<file path="src/rtl/mac_acc_pipe.sv">
// ----------------------------------------------------------------------------
// mac_acc_pipe
//   Signed multiply-accumulate with vector framing. It is used as the
//   per-PE accumulator in the matrix-multiplier datapath. The unit forms one
//   input x weight product per accepted term and adds it into an accumulator.
//   It emits one result per vector. Overflow can clamp or wrap, and the
//   overflow flag is sticky across the whole vector.
//
//   Pipeline:
//     p1 : registered product, valid and last of the accepted term
//     p2 : accumulator, term counter, per-vector overflow; the result
//          registers are loaded from p2 on the final term of a vector
//
// Ports:
//   clk_i         rising-edge clock
//   rstn_i        asynchronous active-low reset
//   dsp_enable_i  clock enable for every stage (low = hold)
//   clear_i       synchronous flush of accumulator, counter, flags, valids
//   dsp_valid_i   operand pair valid
//   dsp_last_i    final term of the current vector (qualified by valid)
//   dsp_input_i   signed input operand  [IN_W]
//   dsp_weight_i  signed weight operand [W_W]
//   dsp_output_o  signed vector result  [ACC_W]
//   dsp_valid_o   one-cycle result strobe
//   dsp_count_o   number of terms in the emitted vector [CNT_W]
//   overflow_o    overflow seen anywhere in the emitted vector
// ----------------------------------------------------------------------------
module mac_acc_pipe #(
   parameter int IN_W     = 8,
   parameter int W_W      = 8,
   parameter int ACC_W    = 32,
   parameter int SATURATE = 1,
   parameter int MAX_LEN  = 0,
   parameter int CNT_W    = 16
) (
   input  logic                    clk_i,
   input  logic                    rstn_i,
   input  logic                    dsp_enable_i,
   input  logic                    clear_i,
   input  logic                    dsp_valid_i,
   input  logic                    dsp_last_i,
   input  logic signed [IN_W-1:0]  dsp_input_i,
   input  logic signed [W_W-1:0]   dsp_weight_i,
   output logic signed [ACC_W-1:0] dsp_output_o,
   output logic                    dsp_valid_o,
   output logic [CNT_W-1:0]        dsp_count_o,
   output logic                    overflow_o
);

   localparam int P_W = IN_W + W_W;
   localparam logic signed [ACC_W-1:0] ACC_MAX = {1'b0, {(ACC_W-1){1'b1}}};
   localparam logic signed [ACC_W-1:0] ACC_MIN = {1'b1, {(ACC_W-1){1'b0}}};

   generate
      if (ACC_W < P_W) begin : g_width_check
         $error("mac_acc_pipe: ACC_W must be >= IN_W + W_W");
      end
   endgenerate

   // An overflowed sum has its two top bits disagreeing; the top bit
   // then tells which bound was crossed.
   function automatic logic ovf_fn(input logic signed [ACC_W:0] sum);
      return sum[ACC_W] != sum[ACC_W-1];
   endfunction

   function automatic logic signed [ACC_W-1:0] clamp_fn(input logic signed [ACC_W:0] sum);
      logic signed [ACC_W-1:0] res;
      res = sum[ACC_W-1:0];
      if (ovf_fn(sum) && (SATURATE != 0)) begin
         res = sum[ACC_W] ? ACC_MIN : ACC_MAX;
      end
      return res;
   endfunction

   logic signed [P_W-1:0]   prod_p1_q, prod_p1_d;
   logic                    vld_p1_q, vld_p1_d;
   logic                    last_p1_q, last_p1_d;
   logic signed [ACC_W-1:0] acc_p2_q, acc_p2_d;
   logic [CNT_W-1:0]        cnt_p2_q, cnt_p2_d;
   logic                    ovf_p2_q, ovf_p2_d;
   logic signed [ACC_W-1:0] res_q, res_d;
   logic [CNT_W-1:0]        res_cnt_q, res_cnt_d;
   logic                    res_ovf_q, res_ovf_d;
   logic                    res_vld_q, res_vld_d;

   logic signed [P_W-1:0]   in_ext, w_ext, prod_mul;
   logic signed [ACC_W:0]   prod_ext, acc_ext, sum_p2;
   logic signed [ACC_W-1:0] sum_fin;
   logic                    term_ovf;
   logic [CNT_W-1:0]        cnt_inc;
   logic                    max_hit;
   logic                    last_eff;

   // ---- stage p1: full-precision signed product ----
   assign in_ext   = P_W'(dsp_input_i);
   assign w_ext    = P_W'(dsp_weight_i);
   assign prod_mul = in_ext * w_ext;

   // ---- stage p2: one guard bit above ACC_W exposes overflow ----
   assign prod_ext = {{(ACC_W+1-P_W){prod_p1_q[P_W-1]}}, prod_p1_q};
   assign acc_ext  = {acc_p2_q[ACC_W-1], acc_p2_q};
   assign sum_p2   = acc_ext + prod_ext;
   assign sum_fin  = clamp_fn(sum_p2);
   assign term_ovf = ovf_fn(sum_p2);

   // Counter sticks at all-ones; accumulation carries on regardless.
   assign cnt_inc  = (cnt_p2_q == '1) ? cnt_p2_q : cnt_p2_q + CNT_W'(1);
   assign max_hit  = (MAX_LEN > 0) && ((32'(cnt_p2_q) + 32'd1) == 32'(MAX_LEN));
   assign last_eff = last_p1_q | max_hit;

   always_comb begin
      prod_p1_d = prod_p1_q;
      vld_p1_d  = vld_p1_q;
      last_p1_d = last_p1_q;
      acc_p2_d  = acc_p2_q;
      cnt_p2_d  = cnt_p2_q;
      ovf_p2_d  = ovf_p2_q;
      res_d     = res_q;
      res_cnt_d = res_cnt_q;
      res_ovf_d = res_ovf_q;
      res_vld_d = res_vld_q;
      if (clear_i) begin
         vld_p1_d  = 1'b0;
         last_p1_d = 1'b0;
         acc_p2_d  = '0;
         cnt_p2_d  = '0;
         ovf_p2_d  = 1'b0;
         res_d     = '0;
         res_cnt_d = '0;
         res_ovf_d = 1'b0;
         res_vld_d = 1'b0;
      end else if (dsp_enable_i) begin
         prod_p1_d = prod_mul;
         vld_p1_d  = dsp_valid_i;
         last_p1_d = dsp_valid_i & dsp_last_i;
         res_vld_d = 1'b0;
         if (vld_p1_q) begin
            if (last_eff) begin
               // Close the vector and restart so the next term starts from 0.
               acc_p2_d  = '0;
               cnt_p2_d  = '0;
               ovf_p2_d  = 1'b0;
               res_d     = sum_fin;
               res_cnt_d = cnt_inc;
               res_ovf_d = ovf_p2_q | term_ovf;
               res_vld_d = 1'b1;
            end else begin
               acc_p2_d  = sum_fin;
               cnt_p2_d  = cnt_inc;
               ovf_p2_d  = ovf_p2_q | term_ovf;
            end
         end
      end
   end

   always_ff @(posedge clk_i or negedge rstn_i) begin
      if (!rstn_i) begin
         prod_p1_q <= '0;
         vld_p1_q  <= 1'b0;
         last_p1_q <= 1'b0;
         acc_p2_q  <= '0;
         cnt_p2_q  <= '0;
         ovf_p2_q  <= 1'b0;
         res_q     <= '0;
         res_cnt_q <= '0;
         res_ovf_q <= 1'b0;
         res_vld_q <= 1'b0;
      end else begin
         prod_p1_q <= prod_p1_d;
         vld_p1_q  <= vld_p1_d;
         last_p1_q <= last_p1_d;
         acc_p2_q  <= acc_p2_d;
         cnt_p2_q  <= cnt_p2_d;
         ovf_p2_q  <= ovf_p2_d;
         res_q     <= res_d;
         res_cnt_q <= res_cnt_d;
         res_ovf_q <= res_ovf_d;
         res_vld_q <= res_vld_d;
      end
   end

   // A strobe caught by a stall is held in res_vld_q and shown only once
   // enable returns, so it is seen in exactly one enabled cycle.
   assign dsp_valid_o  = res_vld_q & dsp_enable_i;
   assign dsp_output_o = res_q;
   assign dsp_count_o  = res_cnt_q;
   assign overflow_o   = res_ovf_q;

endmodule

</file>
<file path="config.mk">
export PLATFORM = sky130hd
export DESIGN_NAME = mac_acc_pipe
export DESIGN_NICKNAME = d
export VERILOG_FILES = /design/src/rtl/mac_acc_pipe.sv
export SDC_FILE = /design/constraint.sdc
export NUM_CORES = 1
export LEC_CHECK = 0
export CAP_MARGIN = 20
export CORE_MARGIN = 2
export CORE_UTILIZATION = 54
export DETAILED_ROUTE_END_ITERATION = 12
export PLACE_DENSITY = 0.78
export SLEW_MARGIN = 5
export SYNTH_ARGS = -nofsm -noshare
export SYNTH_HDL_FRONTEND = slang
export SYNTH_SLANG_ARGS = --single-unit
</file>
<file path="constraint.sdc">
create_clock -name clk_i -period 2.85 [get_ports clk_i]
set_clock_uncertainty 0.2 [all_clocks]
set_input_delay 0.285 -clock clk_i [delete_from_list [all_inputs] [get_ports clk_i]]
set_output_delay 0.285 -clock clk_i [all_outputs]
set_load 0.1 [all_outputs]
</file>
Word-level counts from Yosys, hierarchy flattened --
Cells that the tools add are included.
Operators by class: multiplexer cells 35, reduce and logical (&&, ||, !) cells 6, multipliers 1, bitwise gates (word level) 4, eq/ne operators 2, add/subtract/negate cells 2
Operators by type and width (count):
- two-way mux 32 bit | 10
- two-way mux 16 bit | 9
- adder 32 x 16 -> 33 bit | 1
- adder 16 x 1 -> 16 bit, second input constant | 1
- equality test 16 bit, second input constant | 1
- multiplier 8 x 8 -> 16 bit | 1
- two-way mux 1 bit | 16
- nonzero test 2 bit | 3
- AND reduction 2 bit | 2
- AND reduction 3 bit | 1
- bitwise AND 1 bit | 2
- inequality test 1 bit | 1
- inverter 1 bit | 1
- OR 1 bit | 1
Word-level totals: output and inout port bits 50, logic and storage cells 60, input bits 22, register bits 117

Longest topological paths before layout --
depth in word-level cells 7, mapped depth 19, depth with buffers taken out 19

Worst setup path after synthesis --
No wires, ideal clock.
path kind input-to-reg, from input port dsp_weight_i[3], to register prod_p1_q[15], buffers on the path 0, required time 2.517 ns, data arrival time 4.097 ns, path slack -1.581 ns, library setup time 0.133 ns, stages on the path 16, cell sequence and2_1 fa_1 inv_1 fa_1 inv_1 fa_1 inv_1 fa_1 inv_1 ha_1 and3_1 a21oi_1 o21ai_0 o41ai_1 xnor2_1 o21ai_0
Between the ends: longest elaborated chain between the ends 1
Ends and longest elaborated chain:
- from (decl) | RTL line 43 | input logic signed [W_W-1:0] dsp_weight_i,
- multiplier 8 x 8 -> 16 bit | RTL line 97 | assign prod_mul = in_ext * w_ext;
- to (signal assigned) | RTL line 169 | prod_p1_q <= prod_p1_d;
- to (decl) | RTL line 75 | logic signed [P_W-1:0] prod_p1_q, prod_p1_d;
Every way passes these cells. A chain may end at the register's enable or synchronous reset.

Final worst setup path --
from input port dsp_weight_i[0], to register prod_p1_q[14]
The elaborated chain is that of the path after synthesis.

==> metrics.cfg <==
[yosys]
ys_warn_count = 0
synth_nets = 1180
syn_avg_cell_area_um2 = 9.05
async_flop_share_pct = 100
ys.flop_type = dfrtp_1
synth.yosys.seq_area_share_pct = 31.1
synth_cell_type_count = 68
syn-cell-area_mm2 = 0.00941
synth-edff-count = 0
synth-seq-cells = 117
syn_inst = 1040

[setup_path]
critPathBufInv = 5
critPathLaunchType = primary input
slowest_delay_ns = 0.52
critPathArrivalTime_ns = 4.11
crit_required_ns = 2.99
critPathMaxFanout = 2
crit_path_cell_trace = buf_4 -> and2_4 -> fa_1 -> inv_1 -> fa_1 -> inv_1 -> fa_1 -> inv_1 -> fa_1 -> inv_2 -> ha_4 -> o21ai_4 -> a21oi_2 -> o21ai_2 -> a21oi_2 -> o21ai_2 -> a211oi_2 -> nor3_1 -> o31ai_1
cp_top_family = adder cells
crit_slowest_cell = fa_1
endpoint_kind = flip-flop
critPathKind = in2reg
cpMostUsedCell = fa_1

[global_routing]
grt_max_degree = 51
grt_pass1_wl_mm = 46.6
antenna_found_initial = 0
grt_pass1_vias = 9740
grt_usage_pct = 32.0
grt.overflow.total = 0

[routing]
drt_pre_antenna_iters = 6
routed_via_density = 6.11
post_drt_wl_per_cell_um = 20.6
drt_wl_total_mm = 31.6
ant_nets = 0
drc = 0
drt-initial-drc-count = 1084
vias = 9396

[timing]
rsz0062_at_grt = true
fmax_ghz = 0.252
fin_crit_sh_pct = 139
fin_crit_ns = 3.97
fin_setup_tns_ns = -46.48
setup_viol = 78
maxSlewViolCount = 0
holdWs_ns = 0.190
finalWorstSetupSlack_ns = -1.12
hold_viol = 0
worst_pin_slew_ns = 0.625
max_slew_margin_pct = 57.9

[floorplanning]
ios = 72
dieHeight_um = 136
initial_core_util_pct = 54.8
coreArea_mm2 = 0.0172
rows = 48
dieArea_mm2 = 0.0185
fp.dieW_um = 136

[run_status]
status = finished with violations
failed_checks = setup timing

[place]
dp.cells = 1464
port_buffers = 71
globalplace.congestion = 0.925
post-place-ws_ns = -2.08
post-dp-hpwl_mm = 17.3

[cells_and_area]
area_growth_pct = 44.6
instances_no_fill = 1538
nNetsFinal = 1440
diodes = 0
drive_gt1_share_pct = 41.9

[clock_tree]
cts_sinks = 117
cts_tree = done
cts_max_path_buffers = 2
cts_made_buffers = 17
clk_latency_ns = 0.44
clkTransAtPathRegs_ns = 0.06
cts.root.buffer_cell = clkbuf_16
htree_levels = 4

[flow_run]
cap_violations = 0

[power_and_ir_drop]
p_total_uw = 10100
powerDensity_mw_per_mm2 = 746
leakagePower_uw = 0.00638
ir_drop_v = 0.000414

[min_path]
hold_path_class = in2async

[cells in the mapped netlist, types with 3 or more instances]
| library cell | instances | area (um2) |
|---|---|---|
| a211oi_1 | 6 | 45.0 |
| a21o_1 | 12 | 90.1 |
| a21oi_1 | 53 | 265 |
| a22o_1 | 10 | 87.6 |
| a31oi_1 | 5 | 31.3 |
| and2_1 | 48 | 300 |
| and3_1 | 10 | 62.6 |
| buf_2 | 10 | 50.1 |
| buf_6 | 4 | 45.0 |
| clkbuf_1 | 23 | 86.3 |
| dfrtp_1 | 117 | 2930 |
| fa_1 | 56 | 1120 |
| ha_1 | 62 | 776 |
| inv_1 | 98 | 368 |
| mux2i_1 | 3 | 30.0 |
| nand2_1 | 154 | 578 |
| nand2b_1 | 7 | 43.8 |
| nand3_1 | 17 | 85.1 |
| nand4_1 | 13 | 81.3 |
| nor2_1 | 39 | 146 |
| nor2_4 | 18 | 203 |
| nor2b_1 | 11 | 68.8 |
| nor3_1 | 10 | 50.1 |
| nor4_1 | 4 | 25.0 |
| o211ai_1 | 3 | 22.5 |
| o21a_1 | 6 | 45.0 |
| o21ai_0 | 67 | 335 |
| o21ai_1 | 34 | 170 |
| o21ai_2 | 20 | 175 |
| o21bai_1 | 4 | 30.0 |
| o31ai_1 | 11 | 82.6 |
| o41ai_1 | 4 | 35.0 |
| or2_2 | 4 | 25.0 |
| xnor2_1 | 34 | 298 |
| xor2_1 | 19 | 166 |
[sequential cells by signal (all words and copies together) (netlist names), 16 cells and up]
| name | flops |
|---|---|
| acc_p2_q | 32 |
| prod_p1_q | 16 |
| dsp_output_o | 32 |
| dsp_count_o | 16 |
| cnt_p2_q | 16 |
[worst reg2reg max path, cell delays in order (launching register included)]
cell and delay (ns):
dfrtp_4 0.49, buf_12 0.16, buf_12 0.16, ha_4 0.30, nand3_4 0.11, nor4_4 0.40
nand2_1 0.19, o21ai_2 0.27, a31oi_4 0.11, buf_6 0.19, a21boi_2 0.15, mux2_4 0.25
buf_6 0.13, buf_6 0.11, nor2_4 0.04, o21ai_2 0.16
[worst paths after layout]
| check | from | to | slack, ns | cells past startpoint |
|---|---|---|---|---|
| worst max-delay path | dsp_weight_i[0] | prod_p1_q[14]$_DFFE_PN0P_ | -1.12 | 19 |
| worst min-delay path | rstn_i | dsp_output_o[20]$_DFFE_PN0P_ | 0.19 | 2 |
| worst max register to register | prod_p1_q[15]$_DFFE_PN0P_ | dsp_output_o[6]$_DFFE_PN0P_ | -0.67 | 15 |
| worst min register to register | res_vld_q$_DFFE_PN0P_ | res_vld_q$_DFFE_PN0P_ | 0.27 | 2 |
| max in group asynchronous | rstn_i | cnt_p2_q[1]$_DFFE_PN0P_ | 1.61 | 3 |
| min in group clk_i | dsp_weight_i[0] | prod_p1_q[0]$_DFFE_PN0P_ | 0.19 | 5 |
[report_power, final]
part / total, uW / internal [uW] / switching, uW
combinational: 5980 / 2880 / 3100
clock: 2270 / 1400 / 866
sequential: 1890 / 1790 / 102
total: 10100 / 6080 / 4070
[routing by layer]
| layer | up-vias | GRT usage, % | wire [um] |
|---|---|---|---|
| met4 | 0 | 19.2 | 2220 |
| met5 | - | 0 | 0 |
| li1 | 4037 | - | - |
| met1 | 4524 | 36.0 | 11300 |
| met3 | 236 | 6.15 | 2600 |
| met2 | 599 | 56.1 | 15500 |
[cells in the final DEF (no fill, tap or decap), drive strengths merged, types with 13 or more instances in the layout]
cell	netlist	layout
a21oi	55	55
and2	49	49
buf	17	277
clkbuf	25	18
dfrtp	117	117
fa	56	56
ha	62	62
inv	98	101
nand2	154	154
nand3	18	18
nand4	13	13
nor2	59	59
o21ai	121	121
o31ai	13	13
xnor2	34	34
xor2	19	19
[final cells by class]
class,count,area (um2)
flip-flops and latches,117,2930
repair buffers,282,2450
well taps,225,282
fillers,951,3570
inverters,98,368
multi-input cells,784,6960
clock inverters,14,175
clock buffers,18,439
[kinds of logic (layout without fill, tap and decap cells)]
family,Yosys count,count (layout),share of synthesized area (%)
AOI/OAI and AO/OA,259,259,17.8
DFF,117,117,31.1
adders and majority gates,118,118,20.2
muxes,5,6,0.598
and+or+nand+nor,348,348,18.9
buffers and inverters,140,412,6.45
xor gates and xnor gates,53,53,4.93
[metrics by stage]
| step | instance area, um2 | util (%) |
|---|---|---|
| after detailed placement | 11800 | 68.4 |
| after global routing | 13600 | 79.2 |
| final | 13600 | 79.2 |
| after CTS | 13400 | 78.0 |
| after global placement | 11800 | 68.4 |
| after floorplan | 9770 | - |
[repair_timing]
| item | in CTS | in global routing |
|---|---|---|
| gates resized for setup | 217 | 76 |
| setup buffers | 35 | 15 |
| setup endpoints to repair | 79 | 98 |
| cloned | 6 | 0 |
| hold buffers | 1 | 0 |
| pin swaps | 104 | 77 |
| endpoints found under the hold margin | 40 | 0 |
No activity file was read; power rests on OpenSTA's default activity.
